$ cat src/rtl/inst_encoder_if.sv
// inst_encoder_if: bundles the symbolic-instruction input handshake, the PC
// load controls and the encoded-word output handshake of inst_encoder.
//   master : host side (drives instructions, PC loads, consumes words)
//   slave  : encoder side
interface inst_encoder_if;
  logic        in_valid;
  logic        in_ready;
  logic [3:0]  op_sel;
  logic [4:0]  rd;
  logic [4:0]  rn;
  logic [4:0]  rm;
  logic [31:0] imm;
  logic        pc_load;
  logic [31:0] pc_load_val;
  logic        out_valid;
  logic        out_ready;
  logic [31:0] out_inst;
  logic [31:0] out_addr;
  logic        out_err;
  logic [7:0]  err_count;

  modport master (
    output in_valid, op_sel, rd, rn, rm, imm, pc_load, pc_load_val, out_ready,
    input  in_ready, out_valid, out_inst, out_addr, out_err, err_count
  );

  modport slave (
    input  in_valid, op_sel, rd, rn, rm, imm, pc_load, pc_load_val, out_ready,
    output in_ready, out_valid, out_inst, out_addr, out_err, err_count
  );
endinterface

$ cat src/rtl/inst_encoder.sv
// inst_encoder: streaming LEGv8 instruction encoder.
// Packs one symbolic instruction per handshake into a 32-bit machine word,
// tags it with the current PC and queues {inst, addr, err} in a 2-entry FIFO.
// Ports:
//   clk, rst_n : clock, asynchronous active-low reset
//   bus        : inst_encoder_if.slave (instruction in, PC load, word out,
//                saturating error count)
module inst_encoder #(
  parameter logic [31:0] BASE_ADDR = 32'h0000_0000
) (
  input  logic           clk,
  input  logic           rst_n,
  inst_encoder_if.slave  bus
);

  typedef struct packed {
    logic [31:0] inst;
    logic [31:0] addr;
    logic        err;
  } entry_t;

  entry_t      r_mem [2];
  logic        r_wr_ptr;
  logic        r_rd_ptr;
  logic [1:0]  r_count;
  logic [31:0] r_pc;
  logic [7:0]  r_err_cnt;

  logic        w_in_ready;
  logic        w_push;
  logic        w_pop;
  logic [31:0] w_diff;
  logic [31:0] w_word;
  logic        w_ok;
  logic [31:0] w_load_pc;

  // No pass-through when full: a pop in the same cycle does not open a slot.
  assign w_in_ready = rst_n && !bus.pc_load && (r_count != 2'd2);
  assign w_push     = bus.in_valid && w_in_ready;
  assign w_pop      = (r_count != 2'd0) && bus.out_ready;
  assign w_load_pc  = bus.pc_load_val & 32'hFFFF_FFFC;

  // Branch displacement in modulo-2^32 arithmetic; pc is word aligned so
  // w_diff[1:0] equals the target's low bits (the alignment check).
  assign w_diff = bus.imm - r_pc;

  always_comb begin
    w_word = '0;
    w_ok   = 1'b1;
    case (bus.op_sel)
      4'd0: w_word = '0;
      4'd1, 4'd2: begin
        // signed 9-bit range: bits [31:8] all copies of the sign
        w_ok   = (&bus.imm[31:8]) || !(|bus.imm[31:8]);
        w_word = {(bus.op_sel == 4'd1) ? 11'h7C0 : 11'h7C2,
                  bus.imm[8:0], 2'b00, bus.rn, bus.rd};
      end
      4'd3: w_word = {11'h458, bus.rm, 6'd0, bus.rn, bus.rd};
      4'd4: w_word = {11'h658, bus.rm, 6'd0, bus.rn, bus.rd};
      4'd5: w_word = {11'h450, bus.rm, 6'd0, bus.rn, bus.rd};
      4'd6: w_word = {11'h550, bus.rm, 6'd0, bus.rn, bus.rd};
      4'd7, 4'd8: begin
        w_ok   = !(|bus.imm[31:12]);
        w_word = {(bus.op_sel == 4'd7) ? 10'h244 : 10'h344,
                  bus.imm[11:0], bus.rn, bus.rd};
      end
      4'd9, 4'd10: begin
        // off19 fits iff diff[31:20] is a pure sign extension
        w_ok   = ((&w_diff[31:20]) || !(|w_diff[31:20])) && (w_diff[1:0] == 2'b00);
        w_word = {(bus.op_sel == 4'd9) ? 8'hB4 : 8'hB5, w_diff[20:2], bus.rd};
      end
      4'd11: begin
        w_ok   = ((&w_diff[31:27]) || !(|w_diff[31:27])) && (w_diff[1:0] == 2'b00);
        w_word = {6'b000101, w_diff[27:2]};
      end
      default: w_ok = 1'b0;
    endcase
    if (!w_ok) w_word = '0;
  end

  always_ff @(posedge clk or negedge rst_n) begin
    if (!rst_n) begin
      r_mem[0]  <= '0;
      r_mem[1]  <= '0;
      r_wr_ptr  <= 1'b0;
      r_rd_ptr  <= 1'b0;
      r_count   <= 2'd0;
      r_pc      <= BASE_ADDR;
      r_err_cnt <= 8'd0;
    end else begin
      if (bus.pc_load)
        r_pc <= w_load_pc;
      else if (w_push)
        r_pc <= r_pc + 32'd4;

      if (w_push) begin
        r_mem[r_wr_ptr] <= '{inst: w_word, addr: r_pc, err: !w_ok};
        r_wr_ptr        <= ~r_wr_ptr;
        if (!w_ok && r_err_cnt != 8'hFF)
          r_err_cnt <= r_err_cnt + 8'd1;
      end
      if (w_pop)
        r_rd_ptr <= ~r_rd_ptr;

      case ({w_push, w_pop})
        2'b10:   r_count <= r_count + 2'd1;
        2'b01:   r_count <= r_count - 2'd1;
        default: r_count <= r_count;
      endcase
    end
  end

  assign bus.in_ready  = w_in_ready;
  assign bus.out_valid = (r_count != 2'd0);
  assign bus.out_inst  = r_mem[r_rd_ptr].inst;
  assign bus.out_addr  = r_mem[r_rd_ptr].addr;
  assign bus.out_err   = r_mem[r_rd_ptr].err;
  assign bus.err_count = r_err_cnt;

endmodule

$ cat src/flat_wrapper.sv
// flat-port wrapper written by rule: the top's interface ports become plain ports
module inst_encoder_flat 
#(
  parameter logic [31:0] BASE_ADDR = 32'h0000_0000
)
  (clk, rst_n, bus_in_valid, bus_op_sel, bus_rd, bus_rn, bus_rm, bus_imm, bus_pc_load, bus_pc_load_val, bus_out_ready, bus_in_ready, bus_out_valid, bus_out_inst, bus_out_addr, bus_out_err, bus_err_count);
  inst_encoder_if bus_i ();
  input  logic clk;
  input  logic rst_n;
  input wire logic [$bits(bus_i.in_valid)-1:0] bus_in_valid;
  input wire logic [$bits(bus_i.op_sel)-1:0] bus_op_sel;
  input wire logic [$bits(bus_i.rd)-1:0] bus_rd;
  input wire logic [$bits(bus_i.rn)-1:0] bus_rn;
  input wire logic [$bits(bus_i.rm)-1:0] bus_rm;
  input wire logic [$bits(bus_i.imm)-1:0] bus_imm;
  input wire logic [$bits(bus_i.pc_load)-1:0] bus_pc_load;
  input wire logic [$bits(bus_i.pc_load_val)-1:0] bus_pc_load_val;
  input wire logic [$bits(bus_i.out_ready)-1:0] bus_out_ready;
  output wire logic [$bits(bus_i.in_ready)-1:0] bus_in_ready;
  output wire logic [$bits(bus_i.out_valid)-1:0] bus_out_valid;
  output wire logic [$bits(bus_i.out_inst)-1:0] bus_out_inst;
  output wire logic [$bits(bus_i.out_addr)-1:0] bus_out_addr;
  output wire logic [$bits(bus_i.out_err)-1:0] bus_out_err;
  output wire logic [$bits(bus_i.err_count)-1:0] bus_err_count;
  assign bus_i.in_valid = bus_in_valid;
  assign bus_i.op_sel = bus_op_sel;
  assign bus_i.rd = bus_rd;
  assign bus_i.rn = bus_rn;
  assign bus_i.rm = bus_rm;
  assign bus_i.imm = bus_imm;
  assign bus_i.pc_load = bus_pc_load;
  assign bus_i.pc_load_val = bus_pc_load_val;
  assign bus_i.out_ready = bus_out_ready;
  assign bus_in_ready = bus_i.in_ready;
  assign bus_out_valid = bus_i.out_valid;
  assign bus_out_inst = bus_i.out_inst;
  assign bus_out_addr = bus_i.out_addr;
  assign bus_out_err = bus_i.out_err;
  assign bus_err_count = bus_i.err_count;
  inst_encoder #(.BASE_ADDR(BASE_ADDR)) u_core (.clk(clk), .rst_n(rst_n), .bus(bus_i));
endmodule
$ cat config.mk
export PLATFORM = sky130hd
export DESIGN_NAME = inst_encoder_flat
export DESIGN_NICKNAME = d
export VERILOG_FILES = /design/src/rtl/inst_encoder_if.sv /design/src/rtl/inst_encoder.sv /design/src/flat_wrapper.sv
export SDC_FILE = /design/constraint.sdc
export NUM_CORES = 1
export LEC_CHECK = 0
export BUFFER_PORTS_ARGS = -buffer_cell sky130_fd_sc_hd__buf_4
export CAP_MARGIN = 20
export CORE_MARGIN = 5
export CORE_UTILIZATION = 50
export CTS_CLUSTER_DIAMETER = 30
export CTS_CLUSTER_SIZE = 28
export DETAILED_ROUTE_END_ITERATION = 8
export GPL_TIMING_DRIVEN = 0
export PLACE_DENSITY = 0.69
export SLEW_MARGIN = 20
export SYNTH_ARGS = -nofsm -noshare
export SYNTH_HDL_FRONTEND = slang
export SYNTH_SLANG_ARGS = --single-unit
$ cat constraint.sdc
create_clock -name clk -period 4.4 [get_ports clk]
set_input_delay 0.88 -clock clk [delete_from_list [all_inputs] [get_ports clk]]
set_output_delay 0.88 -clock clk [all_outputs]
set_load 0.005 [all_outputs]
==> flow_summary.yaml <==
placement:
  dpl_cell_area_um2: 12000
  port_buffers: 157
  dp_worst_setup_slack_ns: -0.246
  gp_congestion: 0.931
  dp_cells: 1560
  post-dp-hpwl_um: 26200
clocking:
  cts_hold_repair.buffers: 0
  cts_root_buf: "clkbuf_16"
  max-clock-path-buffers: 2
  cts_tree: "yes"
  htree_num_levels: 4
  path_clk_slew_ns: 0.07
  clock_latency_ns: 0.44
  cts.sinks: 168
  cts_made_buffers: 17
layout:
  fin_util: 0.616
  nets: 1429
  final_cell_area_um2: 12500
  fin_cells: 1591
  drive_above_1_share: 0.229
  diodes: 0
  area_growth_syn_to_layout_pct: 20.7
timing:
  fin_crit_sh: 0.955
  fmax_mhz: 238
  fin_setup_tns_ns: 0
  layout_setup_ws_ns: 0.200
  rsz0062_at_grt: "false"
  holdWs_ns: 0.387
  hold_viol_final: 0
  finalSetupViolCount: 0
  relSlewSlack: 0.264
  slew_violations: 0
  tightest_slew_ns: 1.10
  layout_min_cycle_time_ns: 4.20
  finalClockSkew_ns: 0.0134
pwr:
  leakage_nw: 5.82
  peakVddDrop_mv: 0.284
  total_power_mw: 6.43
  p_per_area_nw_per_um2: 512
detailed_routing:
  drt-total-wl_um: 34400
  drcViolationCount: 0
  m1WireLength_um: 14900
  wl_met2_um: 16000
  dr_wl_met3_um: 2550
  routed.top_layer: "met4"
  drt_iter0_markers: 880
  num_vias: 9721
  via_per_inst: 6.11
  ant_nets: 0
  routedWlPerCell_um: 21.6
  drt_first_pass_iters: 6
worst_setup_path:
  r2r_end: "u_core.r_mem[118]$_DFFE_PN0P_"
  crit_type: "in -> reg"
  max_stage_delay_ns: 0.66
  crit_family: "buffers and inverters"
  ff2ff_setup_slack_ns: 0.31
  cp.depth: 11
  path_max_fanout: 98
  critPathCapture: "u_core.r_mem[119]$_DFFE_PN0P_"
  critPathSlowestCell: "clkbuf_1"
  start_kind: "input pin"
  cp.required_ns: 4.74
  reg2reg_depth: 15
  critPathMostFrequentCell: "clkbuf_1"
  crit_chain: "buf_8 > buf_16 > nor3b_1 > and2_1 > clkbuf_1 > nand2b_1 > clkbuf_1 > clkbuf_1 > clkbuf_1 > nand2_1 > o31ai_2"
  end_kind: "register"
  cp-startpoint: "rst_n"
  crit_buf_inv: 6
  arrival_ns: 4.54
  r2r-start: "u_core.r_pc[7]$_DFFE_PN0N_"
floorplan:
  io_pins: 163
  core_area_um2: 20400
  die_y_um: 154
  start_util: 0.511
  die_w_um: 154
  die-area_um2: 23800
  core.rowCount: 52
grt:
  grt_max_degree: 99
  antenna_found_initial: 0
  grt_use_total: 0.283
  grt_pass1_wl_um: 53200
  gr-total-overflow: 0
  first_global_vias: 9455
synth:
  ys_seq_area_frac: 0.404
  yosys_warnings: 0
  synth_cell_types: 80
  synth.avg_cell_area_um2: 9.20
  syn_inst: 1130
  synth.area.top_cells: "dfrtp_1 40%, mux2_2 6.9%, nand2_1 6.9%, o21ai_0 5.6%, ha_1 4.0%"
  synth-edff-count: 0
  synth_async_sr_flop_share: 1.00
  ys_ff_latch: 168
  synth_area_leader_cell: "dfrtp_1"
  syn_area_um2: 10400
  yosysMostFrequentCell: "nand2_1"
  synth_commonest_cells: "191 x nand2_1, 168 x dfrtp_1, 116 x o21ai_0"
  synth_ff_type: "dfrtp_1"
  yosysTopAreaCellShare: 0.404
outcome:
  outcome: "complete, no violations"
run:
  cap_violations: 0
min_path:
  hp-class: "in -> async"
[sequential cells by signal, summed over array words and instances (netlist names)]
name / count
u_core.bus.err_count: 8
u_core.r_count: 2
u_core.r_mem: 126
u_core.r_pc: 30
u_core.r_rd_ptr: 1
u_core.r_wr_ptr: 1
[metal layers]
| metal | up-vias | global-route usage |
|---|---|---|
| li1 | 4537 | - |
| met1 | 4729 | 0.393 |
| met2 | 407 | 0.450 |
| met3 | 48 | 0.0559 |
| met4 | 0 | 0.0913 |
| met5 | - | 0 |
[placed cells by master, fill, tap and decap left out, types with 8 or more instances in the layout]
cell / n
o21ai_1: 8
clkbuf_1: 57
a32o_1: 37
inv_1: 35
nand2_1: 191
xor2_1: 19
a21oi_1: 39
a22oi_1: 14
dfrtp_1: 168
nand4_1: 16
a21o_1: 13
nor2_1: 40
buf_4: 159
and3_1: 25
a31oi_1: 14
clkbuf_16: 17
xnor2_1: 18
nand3_1: 25
o21ai_0: 116
ha_1: 33
buf_6: 8
a221o_1: 11
nor3_1: 15
nor4_1: 12
o31ai_1: 17
mux2_2: 64
[cells by family after synthesis]
family          count (synthesis)  share of synthesized area
compound gates                343                      0.234
xor+xnor                       38                     0.0327
fa+ha+maj                      33                     0.0397
buf+inv                       110                     0.0474
flops                         168                      0.404
mux                            70                     0.0753
other cells                     1                   0.000361
simple gates                  367                      0.167
[area by class of cell]
class	instances	area (µm²)
flip-flops and latches	168	4200
well taps	270	338
clock buffers	18	429
clock inverters	14	160
inverters	35	131
repair buffers	158	1210
fillers	1834	7820
multi-input cells	854	5720
plain buffers	74	358
[worst min path at each step]
stage                                 startpoint                            to  slack, ns  cells after the start
finish                                     rst_n  u_core.r_mem[57]$_DFFE_PN0P_       0.39                      1
floorplan           u_core.r_mem[97]$_DFFE_PN0P_  u_core.r_mem[97]$_DFFE_PN0P_       0.44                      2
detailed placement   u_core.r_mem[4]$_DFFE_PN0P_   u_core.r_mem[4]$_DFFE_PN0P_       0.46                      2
CTS                                        rst_n  u_core.r_mem[37]$_DFFE_PN0P_       0.42                      1
global placement    u_core.r_mem[64]$_DFFE_PN0P_  u_core.r_mem[64]$_DFFE_PN0P_       0.45                      2
global route                               rst_n  u_core.r_mem[57]$_DFFE_PN0P_       0.43                      1
[repair_timing]
item / CTS / global route
endpoints found under the hold margin: 0 / 0
setup buffers: 0 / 0
gates resized for setup: 0 / 2
setup endpoints to repair: 0 / 22
[worst register-to-register path, stage by stage (launching register included)]
cell and delay (ns):
dfrtp_1 0.47, inv_1 0.13, ha_1 0.40, a21oi_1 0.10, o21ai_0 0.43, a211oi_2 0.21
o41ai_1 0.36, xor2_1 0.21, or4_1 0.55, o21ai_1 0.20, o22ai_2 0.15, buf_6 0.17
nand2_1 0.08, buf_4 0.20, buf_6 0.18, a32o_1 0.18
[report_power, final]
group / switching (mW) / total [mW] / internal, mW / leakage (nW)
Sequential: 0.287 / 2.30 / 2.01 / 2.19
Clock: 0.672 / 1.53 / 0.853 / 0.291
Combinational: 1.38 / 2.61 / 1.23 / 3.34
Total: 2.34 / 6.43 / 4.09 / 5.82
Note: power is estimated with default switching activity, not from simulation.
